[config.mk]
export PLATFORM = sky130hd
export DESIGN_NAME = popcount_cfu_li2_flat
export DESIGN_NICKNAME = d
export VERILOG_FILES = /design/src/rtl/popcount_cfu_pkg.sv /design/src/rtl/popcount_cfu_li2_if.sv /design/src/rtl/compress_6to3.sv /design/src/rtl/popcount_cfu_li2.sv /design/src/flat_wrapper.sv
export SDC_FILE = /design/constraint.sdc
export NUM_CORES = 1
export LEC_CHECK = 0
export CORE_MARGIN = 1
export CORE_UTILIZATION = 30
export DETAILED_ROUTE_END_ITERATION = 8
export PLACE_DENSITY_LB_ADDON = 0.2
export REMOVE_ABC_BUFFERS = 1
export SYNTH_ARGS = -nofsm -noshare
export SYNTH_HDL_FRONTEND = slang
export SYNTH_SLANG_ARGS = --single-unit
[constraint.sdc]
create_clock -name clk -period 4.5 [get_ports clk]
set_input_delay 0.45 -clock clk [delete_from_list [all_inputs] [get_ports clk]]
set_output_delay 0.45 -clock clk [all_outputs]
set_load 0.02 [all_outputs]
[src/rtl/popcount_cfu_pkg.sv]
// Shared function ids, decoded op encoding and width helpers for the popcount CFU.
package popcount_cfu_pkg;

    localparam int FN_POPC     = 0;
    localparam int FN_POPC_AND = 1;
    localparam int FN_HAMMING  = 2;
    localparam int FN_PARITY   = 3;
    localparam int FN_ACC      = 4;
    localparam int FN_ACC_CLR  = 5;

    typedef enum logic [2:0] {
        OP_POPC,
        OP_POPC_AND,
        OP_HAMMING,
        OP_PARITY,
        OP_ACC,
        OP_ACC_CLR,
        OP_ERR
    } op_e;

    function automatic int group_count(input int w);
        return (w + 5) / 6;
    endfunction

    function automatic int cnt_w(input int w);
        return $clog2(w + 1);
    endfunction

    function automatic op_e decode_func(input logic [31:0] id);
        case (id)
            FN_POPC:     return OP_POPC;
            FN_POPC_AND: return OP_POPC_AND;
            FN_HAMMING:  return OP_HAMMING;
            FN_PARITY:   return OP_PARITY;
            FN_ACC:      return OP_ACC;
            FN_ACC_CLR:  return OP_ACC_CLR;
            default:     return OP_ERR;
        endcase
    endfunction

endpackage

[src/rtl/popcount_cfu_li2_if.sv]
// CFU request/response port: valid/ready on both directions, CPU side is the master.
interface popcount_cfu_li2_if #(
    parameter int FUNC_ID_W   = 5,
    parameter int REQ_DATA_W  = 32,
    parameter int RESP_DATA_W = 32
);
    logic                   req_valid;
    logic                   req_ready;
    logic [FUNC_ID_W-1:0]   req_func_id;
    logic [REQ_DATA_W-1:0]  req_data0;
    logic [REQ_DATA_W-1:0]  req_data1;
    logic                   resp_valid;
    logic                   resp_ready;
    logic [RESP_DATA_W-1:0] resp_data;
    logic                   resp_err;

    modport master (
        output req_valid, req_func_id, req_data0, req_data1, resp_ready,
        input  req_ready, resp_valid, resp_data, resp_err
    );

    modport slave (
        input  req_valid, req_func_id, req_data0, req_data1, resp_ready,
        output req_ready, resp_valid, resp_data, resp_err
    );
endinterface

[src/rtl/compress_6to3.sv]
// 6:3 compressor: number of ones in a 6-bit slice.
// Purely combinational, no flow control.
module compress_6to3 (
    input  logic [5:0] bits,
    output logic [2:0] cnt
);
    always_comb begin
        cnt = '0;
        for (int i = 0; i < 6; i++) cnt = cnt + {2'b00, bits[i]};
    end
endmodule

[src/rtl/popcount_cfu_li2.sv]
// Pipelined popcount CFU (popc, and-popc, hamming, parity, accumulate); 3-cycle latency.
// All stages, bubbles included, hold while a response waits; req_ready = !resp_valid || resp_ready.
module popcount_cfu_li2
    import popcount_cfu_pkg::*;
#(
    parameter int CFU_FUNC_ID_W   = 5,
    parameter int CFU_REQ_DATA_W  = 32,
    parameter int CFU_RESP_DATA_W = 32,
    parameter int ACC_W           = 32
) (
    input  logic               clk,
    input  logic               rst_n,
    popcount_cfu_li2_if.slave  cfu
);
    localparam int W  = CFU_REQ_DATA_W;
    localparam int NG = group_count(W);
    localparam int NC = group_count(NG);
    localparam int CW = cnt_w(W);

    logic                       advance;
    op_e                        dec_op, s0_op, s1_op, s2_op;
    logic                       s0_vld, s1_vld, s2_vld;
    logic [W-1:0]               opnd, s0_opnd;
    logic [NG*6-1:0]            padded;
    logic [2:0]                 grp_cnt [NG];
    logic [2:0]                 s1_cnt  [NG];
    logic [NC*6-1:0]            col_bits [3];
    logic [2:0]                 col_cnt  [3][NC];
    logic [CW-1:0]              col_sum  [3];
    logic [CW-1:0]              s2_col   [3];
    logic [CW-1:0]              count;
    logic [ACC_W-1:0]           acc, acc_nxt;
    logic [CFU_RESP_DATA_W-1:0] res, out_dat;
    logic                       err, out_err, out_vld;

    assign advance        = !out_vld || cfu.resp_ready;
    assign cfu.req_ready  = advance;
    assign cfu.resp_valid = out_vld;
    assign cfu.resp_data  = out_dat;
    assign cfu.resp_err   = out_err;

    assign dec_op = decode_func(32'(cfu.req_func_id));

    always_comb begin
        case (dec_op)
            OP_POPC_AND: opnd = cfu.req_data0 & cfu.req_data1;
            OP_HAMMING:  opnd = cfu.req_data0 ^ cfu.req_data1;
            default:     opnd = cfu.req_data0;
        endcase
    end

    always_comb begin
        padded         = '0;
        padded[W-1:0]  = s0_opnd;
    end

    for (genvar g = 0; g < NG; g++) begin : g_grp
        compress_6to3 u_cmp (.bits(padded[6*g +: 6]), .cnt(grp_cnt[g]));
    end

    // Bit c of every group count has weight 2^c; gather each column and compress it again.
    always_comb begin
        for (int c = 0; c < 3; c++) begin
            col_bits[c] = '0;
            for (int g = 0; g < NG; g++) col_bits[c][g] = s1_cnt[g][c];
        end
    end

    for (genvar c = 0; c < 3; c++) begin : g_col
        for (genvar k = 0; k < NC; k++) begin : g_chunk
            compress_6to3 u_cmp (.bits(col_bits[c][6*k +: 6]), .cnt(col_cnt[c][k]));
        end
    end

    always_comb begin
        for (int c = 0; c < 3; c++) begin
            col_sum[c] = '0;
            for (int k = 0; k < NC; k++) col_sum[c] = col_sum[c] + CW'(col_cnt[c][k]);
        end
    end

    always_ff @(posedge clk or negedge rst_n) begin
        if (!rst_n) begin
            s0_vld  <= 1'b0;
            s0_op   <= OP_POPC;
            s0_opnd <= '0;
            s1_vld  <= 1'b0;
            s1_op   <= OP_POPC;
            s2_vld  <= 1'b0;
            s2_op   <= OP_POPC;
            for (int g = 0; g < NG; g++) s1_cnt[g] <= '0;
            for (int c = 0; c < 3; c++)  s2_col[c] <= '0;
        end else if (advance) begin
            s0_vld  <= cfu.req_valid;
            s0_op   <= dec_op;
            s0_opnd <= opnd;
            s1_vld  <= s0_vld;
            s1_op   <= s0_op;
            s1_cnt  <= grp_cnt;
            s2_vld  <= s1_vld;
            s2_op   <= s1_op;
            s2_col  <= col_sum;
        end
    end

    assign count = s2_col[0] + (s2_col[1] << 1) + (s2_col[2] << 2);

    always_comb begin
        res     = '0;
        err     = 1'b0;
        acc_nxt = acc;
        case (s2_op)
            OP_POPC, OP_POPC_AND, OP_HAMMING: res = CFU_RESP_DATA_W'(count);
            OP_PARITY: res = CFU_RESP_DATA_W'(count[0]);
            OP_ACC: begin
                acc_nxt = acc + ACC_W'(count);
                res     = CFU_RESP_DATA_W'(acc_nxt);
            end
            OP_ACC_CLR: begin
                res     = CFU_RESP_DATA_W'(acc);
                acc_nxt = '0;
            end
            default: err = 1'b1;
        endcase
    end

    // The accumulator only moves when its op lands in the output register.
    always_ff @(posedge clk or negedge rst_n) begin
        if (!rst_n) begin
            out_vld <= 1'b0;
            out_dat <= '0;
            out_err <= 1'b0;
            acc     <= '0;
        end else if (advance) begin
            out_vld <= s2_vld;
            if (s2_vld) begin
                out_dat <= res;
                out_err <= err;
                acc     <= acc_nxt;
            end
        end
    end

endmodule

[src/flat_wrapper.sv]
// flat-port wrapper written by rule: the top's interface ports become plain ports
module popcount_cfu_li2_flat import popcount_cfu_pkg::*;
#(
    parameter int CFU_FUNC_ID_W   = 5,
    parameter int CFU_REQ_DATA_W  = 32,
    parameter int CFU_RESP_DATA_W = 32,
    parameter int ACC_W           = 32
)
  (clk, rst_n, cfu_req_valid, cfu_req_func_id, cfu_req_data0, cfu_req_data1, cfu_resp_ready, cfu_req_ready, cfu_resp_valid, cfu_resp_data, cfu_resp_err);
  popcount_cfu_li2_if #(.FUNC_ID_W(5), .REQ_DATA_W(32), .RESP_DATA_W(32)) cfu_i ();
  input  logic clk;
  input  logic rst_n;
  input wire logic [$bits(cfu_i.req_valid)-1:0] cfu_req_valid;
  input wire logic [$bits(cfu_i.req_func_id)-1:0] cfu_req_func_id;
  input wire logic [$bits(cfu_i.req_data0)-1:0] cfu_req_data0;
  input wire logic [$bits(cfu_i.req_data1)-1:0] cfu_req_data1;
  input wire logic [$bits(cfu_i.resp_ready)-1:0] cfu_resp_ready;
  output wire logic [$bits(cfu_i.req_ready)-1:0] cfu_req_ready;
  output wire logic [$bits(cfu_i.resp_valid)-1:0] cfu_resp_valid;
  output wire logic [$bits(cfu_i.resp_data)-1:0] cfu_resp_data;
  output wire logic [$bits(cfu_i.resp_err)-1:0] cfu_resp_err;
  assign cfu_i.req_valid = cfu_req_valid;
  assign cfu_i.req_func_id = cfu_req_func_id;
  assign cfu_i.req_data0 = cfu_req_data0;
  assign cfu_i.req_data1 = cfu_req_data1;
  assign cfu_i.resp_ready = cfu_resp_ready;
  assign cfu_req_ready = cfu_i.req_ready;
  assign cfu_resp_valid = cfu_i.resp_valid;
  assign cfu_resp_data = cfu_i.resp_data;
  assign cfu_resp_err = cfu_i.resp_err;
  popcount_cfu_li2 #(.CFU_FUNC_ID_W(CFU_FUNC_ID_W), .CFU_REQ_DATA_W(CFU_REQ_DATA_W), .CFU_RESP_DATA_W(CFU_RESP_DATA_W), .ACC_W(ACC_W)) u_core (.clk(clk), .rst_n(rst_n), .cfu(cfu_i));
endmodule
==> key figures <==
Route
  – TritonRoute pass-1 iters: 7
  – Final Routed Wirelength: 20500 microns
  – Routed wirelength normalized by instance count: 15.6 microns
  – Mean number of vias per cell: 5.11
  – Starting DRT DRC Count: 359
  – Total via count after detailed routing: 6705
  – Antenna Nets Post-Route: 0
  – Drt drc: 0

Clock network
  – Deepest level of the CTS H-tree: 4
  – TritonCTS clock tree: built
  – Clock root cell: sky130_fd_sc_hd__clkbuf_16
  – Post-cts resize count: 0
  – Insertion delay of the later-clocked pin in the worst-skew pair: 420 ps
  – Count of clock tree sinks: 136
  – Clock input transition at the sequential cells of the worst setup and hold paths: 60 ps
  – Number of CTS-inserted buffers: 17
  – Number of setup buffers added after CTS: 0
  – Count of hold buffers inserted by post-cts repair: 0
  – Maximum clock insertion buffer count: 2

Timing
  – Clock skew after layout: 9.03 ps
  – Period Utilization, post-route: 88.9%
  – Measured slew at the worst slew-check pin: 1080 ps
  – Minimum period implied by the final worst setup slack: 4000 ps
  – Slew Viols, Final: 0
  – Minimum setup slack in the final design: 499 ps
  – Maximum clock rate: 0.250 GHz
  – Worst hold slack: 66.5 ps
  – Relative slew margins: 28.0%
  – Unrepaired setup endpoints after global routing: false
  – Final hold violation count: 0
  – Final setup vio count: 0

Final layout
  – Post-layout instance area: 10100 sq um
  – Fraction of final layout cells with drive strength greater than 1: 6.35%
  – Filler cell count in the final layout: 2591
  – Most used cells in the layout excluding fill and tap cells: sky130_fd_sc_hd__nand2_1 (171), sky130_fd_sc_hd__dfrtp_1 (136), sky130_fd_sc_hd__clkdlybuf4s50_1 (106)
  – Final layout net count: 1115
  – Most common cell after layout, fill and taps aside: sky130_fd_sc_hd__nand2_1
  – Antenna cells: 0
  – Growth of design area from synthesis to finish: 24.3%

Setup path
  – Slowest stage cell, crit path: sky130_fd_sc_hd__o21a_1
  – Number of cells on the worst reg-to-reg path: 12
  – Slack of the worst reg-to-reg path: 500 ps
  – Critical Path, Cell by Cell: ha_1 > fa_1 > ha_1 > inv_1 > fa_1 > xnor2_1 > ha_1 > a211oi_1 > o21a_1 > nor2_1 > a311o_1 > nand3_1
  – Crit path launch: u_core.s2_col[6]$_DFFE_PN0N_
  – Crit-path max cell delay: 570 ps
  – CP Capture Type: register
  – FF-to-FF Start: u_core.s2_col[6]$_DFFE_PN0N_
  – Capture instance of the worst register-to-register path: u_core.cfu.resp_data[27]$_DFFE_PN0P_
  – CP Buf/Inv Count: 1
  – Startpoint-to-endpoint class of the critical path: reg2reg
  – Crit path to: u_core.cfu.resp_data[27]$_DFFE_PN0P_
  – Crit path arrival time: 4360 ps
  – Cell class contributing the biggest share of worst-path delay: adder cells
  – Required time at the worst-slack endpoint: 4860 ps
  – Kind of launch point of the worst setup path: register
  – Cell occurring most often along the worst timing path: sky130_fd_sc_hd__ha_1
  – Worst-path maximum fanout: 14
  – Number of cells on the critical path: 12

Synth
  – Most instantiated flip-flop cell in the synthesis netlist: sky130_fd_sc_hd__dfrtp_1
  – Cell area after technology mapping: 8150 sq um
  – Post-synthesis sequential area ratio: 41.7%
  – Seq cells post-synth: 136
  – Warnings, synthesis: 0
  – Mean Syn Cell Area: 9.24 sq um
  – Number of standard cells after synthesis: 882
  – Unique cell type count in the Yosys netlist: 66
  – Async set-or-reset flop fraction in the synthesized netlist: 100%
  – Count of flip-flops with a built-in enable after synthesis: 0

Pwr
  – Power density over the cells: 589 nW/um^2
  – Overall power of the completed layout: 5.97 mW
  – Worst VDD drop: 0.297 mV
  – Leakage power total: 4.47 nW

Floorplan
  – FP Rows: 59
  – Die H: 167 microns
  – Core region area: 26400 sq um
  – I/O pin count: 108
  – Starting utilization of the core area: 30.9%
  – Die Area: 27800 sq um
  – Die width: 167 microns

Global routing
  – Largest net degree at the start of global routing: 89
  – Wire length of the first global-routing pass: 35400 microns
  – Vias in the first global route: 6803
  – Global routing usage summed across all routing layers: 15.8%
  – Overflow after GRT: 0
  – Initial antenna violation count: 0

Placement
  – Instance area after placement: 9560 sq um
  – Number of buffers added on ports: 107
  – Pre-CTS setup slack: 522 ps
  – Weighted congestion at the end of routability-driven global placement: 0.829
  – Post-DP HPWL: 14100 microns

Min path
  – Hold Path Class: in2async

Run
  – Maximum capacitance violations: 0

Run status
  – Run status: complete, no violations
==> worst min-delay path by stage <==
stage | start | endpoint | slack (ps)
global placement | u_core.s1_vld$_DFFE_PN0N_ | u_core.s1_vld$_DFFE_PN0N_ | 450
floorplan | rst_n | u_core.acc[0]$_DFFE_PN0P_ | 150
finish | rst_n | u_core.cfu.resp_data[9]$_DFFE_PN0P_ | 70
CTS | rst_n | u_core.cfu.resp_data[9]$_DFFE_PN0P_ | 120
detailed placement | u_core.s1_op[1]$_DFFE_PN0N_ | u_core.s1_op[1]$_DFFE_PN0N_ | 460
global route | rst_n | u_core.cfu.resp_data[10]$_DFFE_PN0P_ | 160
==> stage by stage <==
stage | TNS, ps | instances | util (%)
after detailed placement | 0 | 1280 | 36.3
after floorplan | -56600 | 821 | -
after CTS | 0 | 1311 | 38.5
after global placement | 0 | 1280 | 36.3
final | 0 | 1311 | 38.5
after global routing | 0 | 1311 | 38.5
==> flip-flops by register name, summed over array words and instances (netlist names), 3 cells and up <==
register / flops
u_core.s2_op: 3
u_core.s0_opnd: 32
u_core.s0_op: 3
u_core.cfu.resp_data: 32
u_core.acc: 32
u_core.s2_col: 9
u_core.col_bits: 17
u_core.s1_op: 3
==> cell type report <==
class / count / area [sq um] / area share, %
clock buffers: 20 / 447 / 4.41
clock inverters: 11 / 125 / 1.23
inverters: 52 / 195 / 1.93
multi-input cells: 633 / 4330 / 42.7
flip-flops and latches: 136 / 3400 / 33.6
well taps: 335 / 419 / 4.14
repair buffers: 124 / 1210 / 12.0
==> routing by layer <==
metal  vias to the layer above  track usage [%]  wire length [microns]
li1                       3303                -                      -
met4                         0             3.95                    169
met2                       183             26.1                   9740
met5                         -                0                      0
met3                        15             3.52                    884
met1                      3204             20.9                   9700
==> power by group <==
| group | switching, mW | internal (mW) | total (mW) |
|---|---|---|---|
| registers | 0.238 | 1.55 | 1.79 |
| logic | 1.69 | 1.12 | 2.81 |
| clock network | 0.547 | 0.827 | 1.37 |
| total | 2.47 | 3.50 | 5.97 |
==> synthesized netlist by cell type, types with 6 or more instances <==
cell / instances / area share, %
sky130_fd_sc_hd__o21ai_0: 33 / 2.0
sky130_fd_sc_hd__o21ai_1: 12 / 0.74
sky130_fd_sc_hd__a22o_1: 12 / 1.3
sky130_fd_sc_hd__a31oi_1: 46 / 3.5
sky130_fd_sc_hd__buf_2: 7 / 0.43
sky130_fd_sc_hd__a21oi_1: 27 / 1.7
sky130_fd_sc_hd__inv_1: 52 / 2.4
sky130_fd_sc_hd__fa_1: 26 / 6.4
sky130_fd_sc_hd__and3_1: 6 / 0.46
sky130_fd_sc_hd__a22oi_1: 24 / 2.2
sky130_fd_sc_hd__nor3_1: 10 / 0.61
sky130_fd_sc_hd__nand2_1: 171 / 7.9
sky130_fd_sc_hd__dfrtp_1: 136 / 42
sky130_fd_sc_hd__nor4_1: 14 / 1.1
sky130_fd_sc_hd__clkbuf_1: 47 / 2.2
sky130_fd_sc_hd__nor2_1: 50 / 2.3
sky130_fd_sc_hd__nand3_1: 16 / 0.98
sky130_fd_sc_hd__nand4_1: 9 / 0.69
sky130_fd_sc_hd__ha_1: 52 / 8.0
sky130_fd_sc_hd__a21o_1: 6 / 0.55
sky130_fd_sc_hd__xnor2_1: 15 / 1.6
sky130_fd_sc_hd__a211oi_1: 14 / 1.3
==> cells by family after synthesis <==
family                   share of synthesized area (%)
AND/OR/NAND/NOR                                   17.1
AO/OA/AOI/OAI                                     18.8
flip-flops                                        41.7
buffers and inverters                             5.45
adder cells (fa/ha/maj)                           14.4
XOR/XNOR                                          2.04
multiplexers                                     0.491
Power figures use the tool's default switching activity.
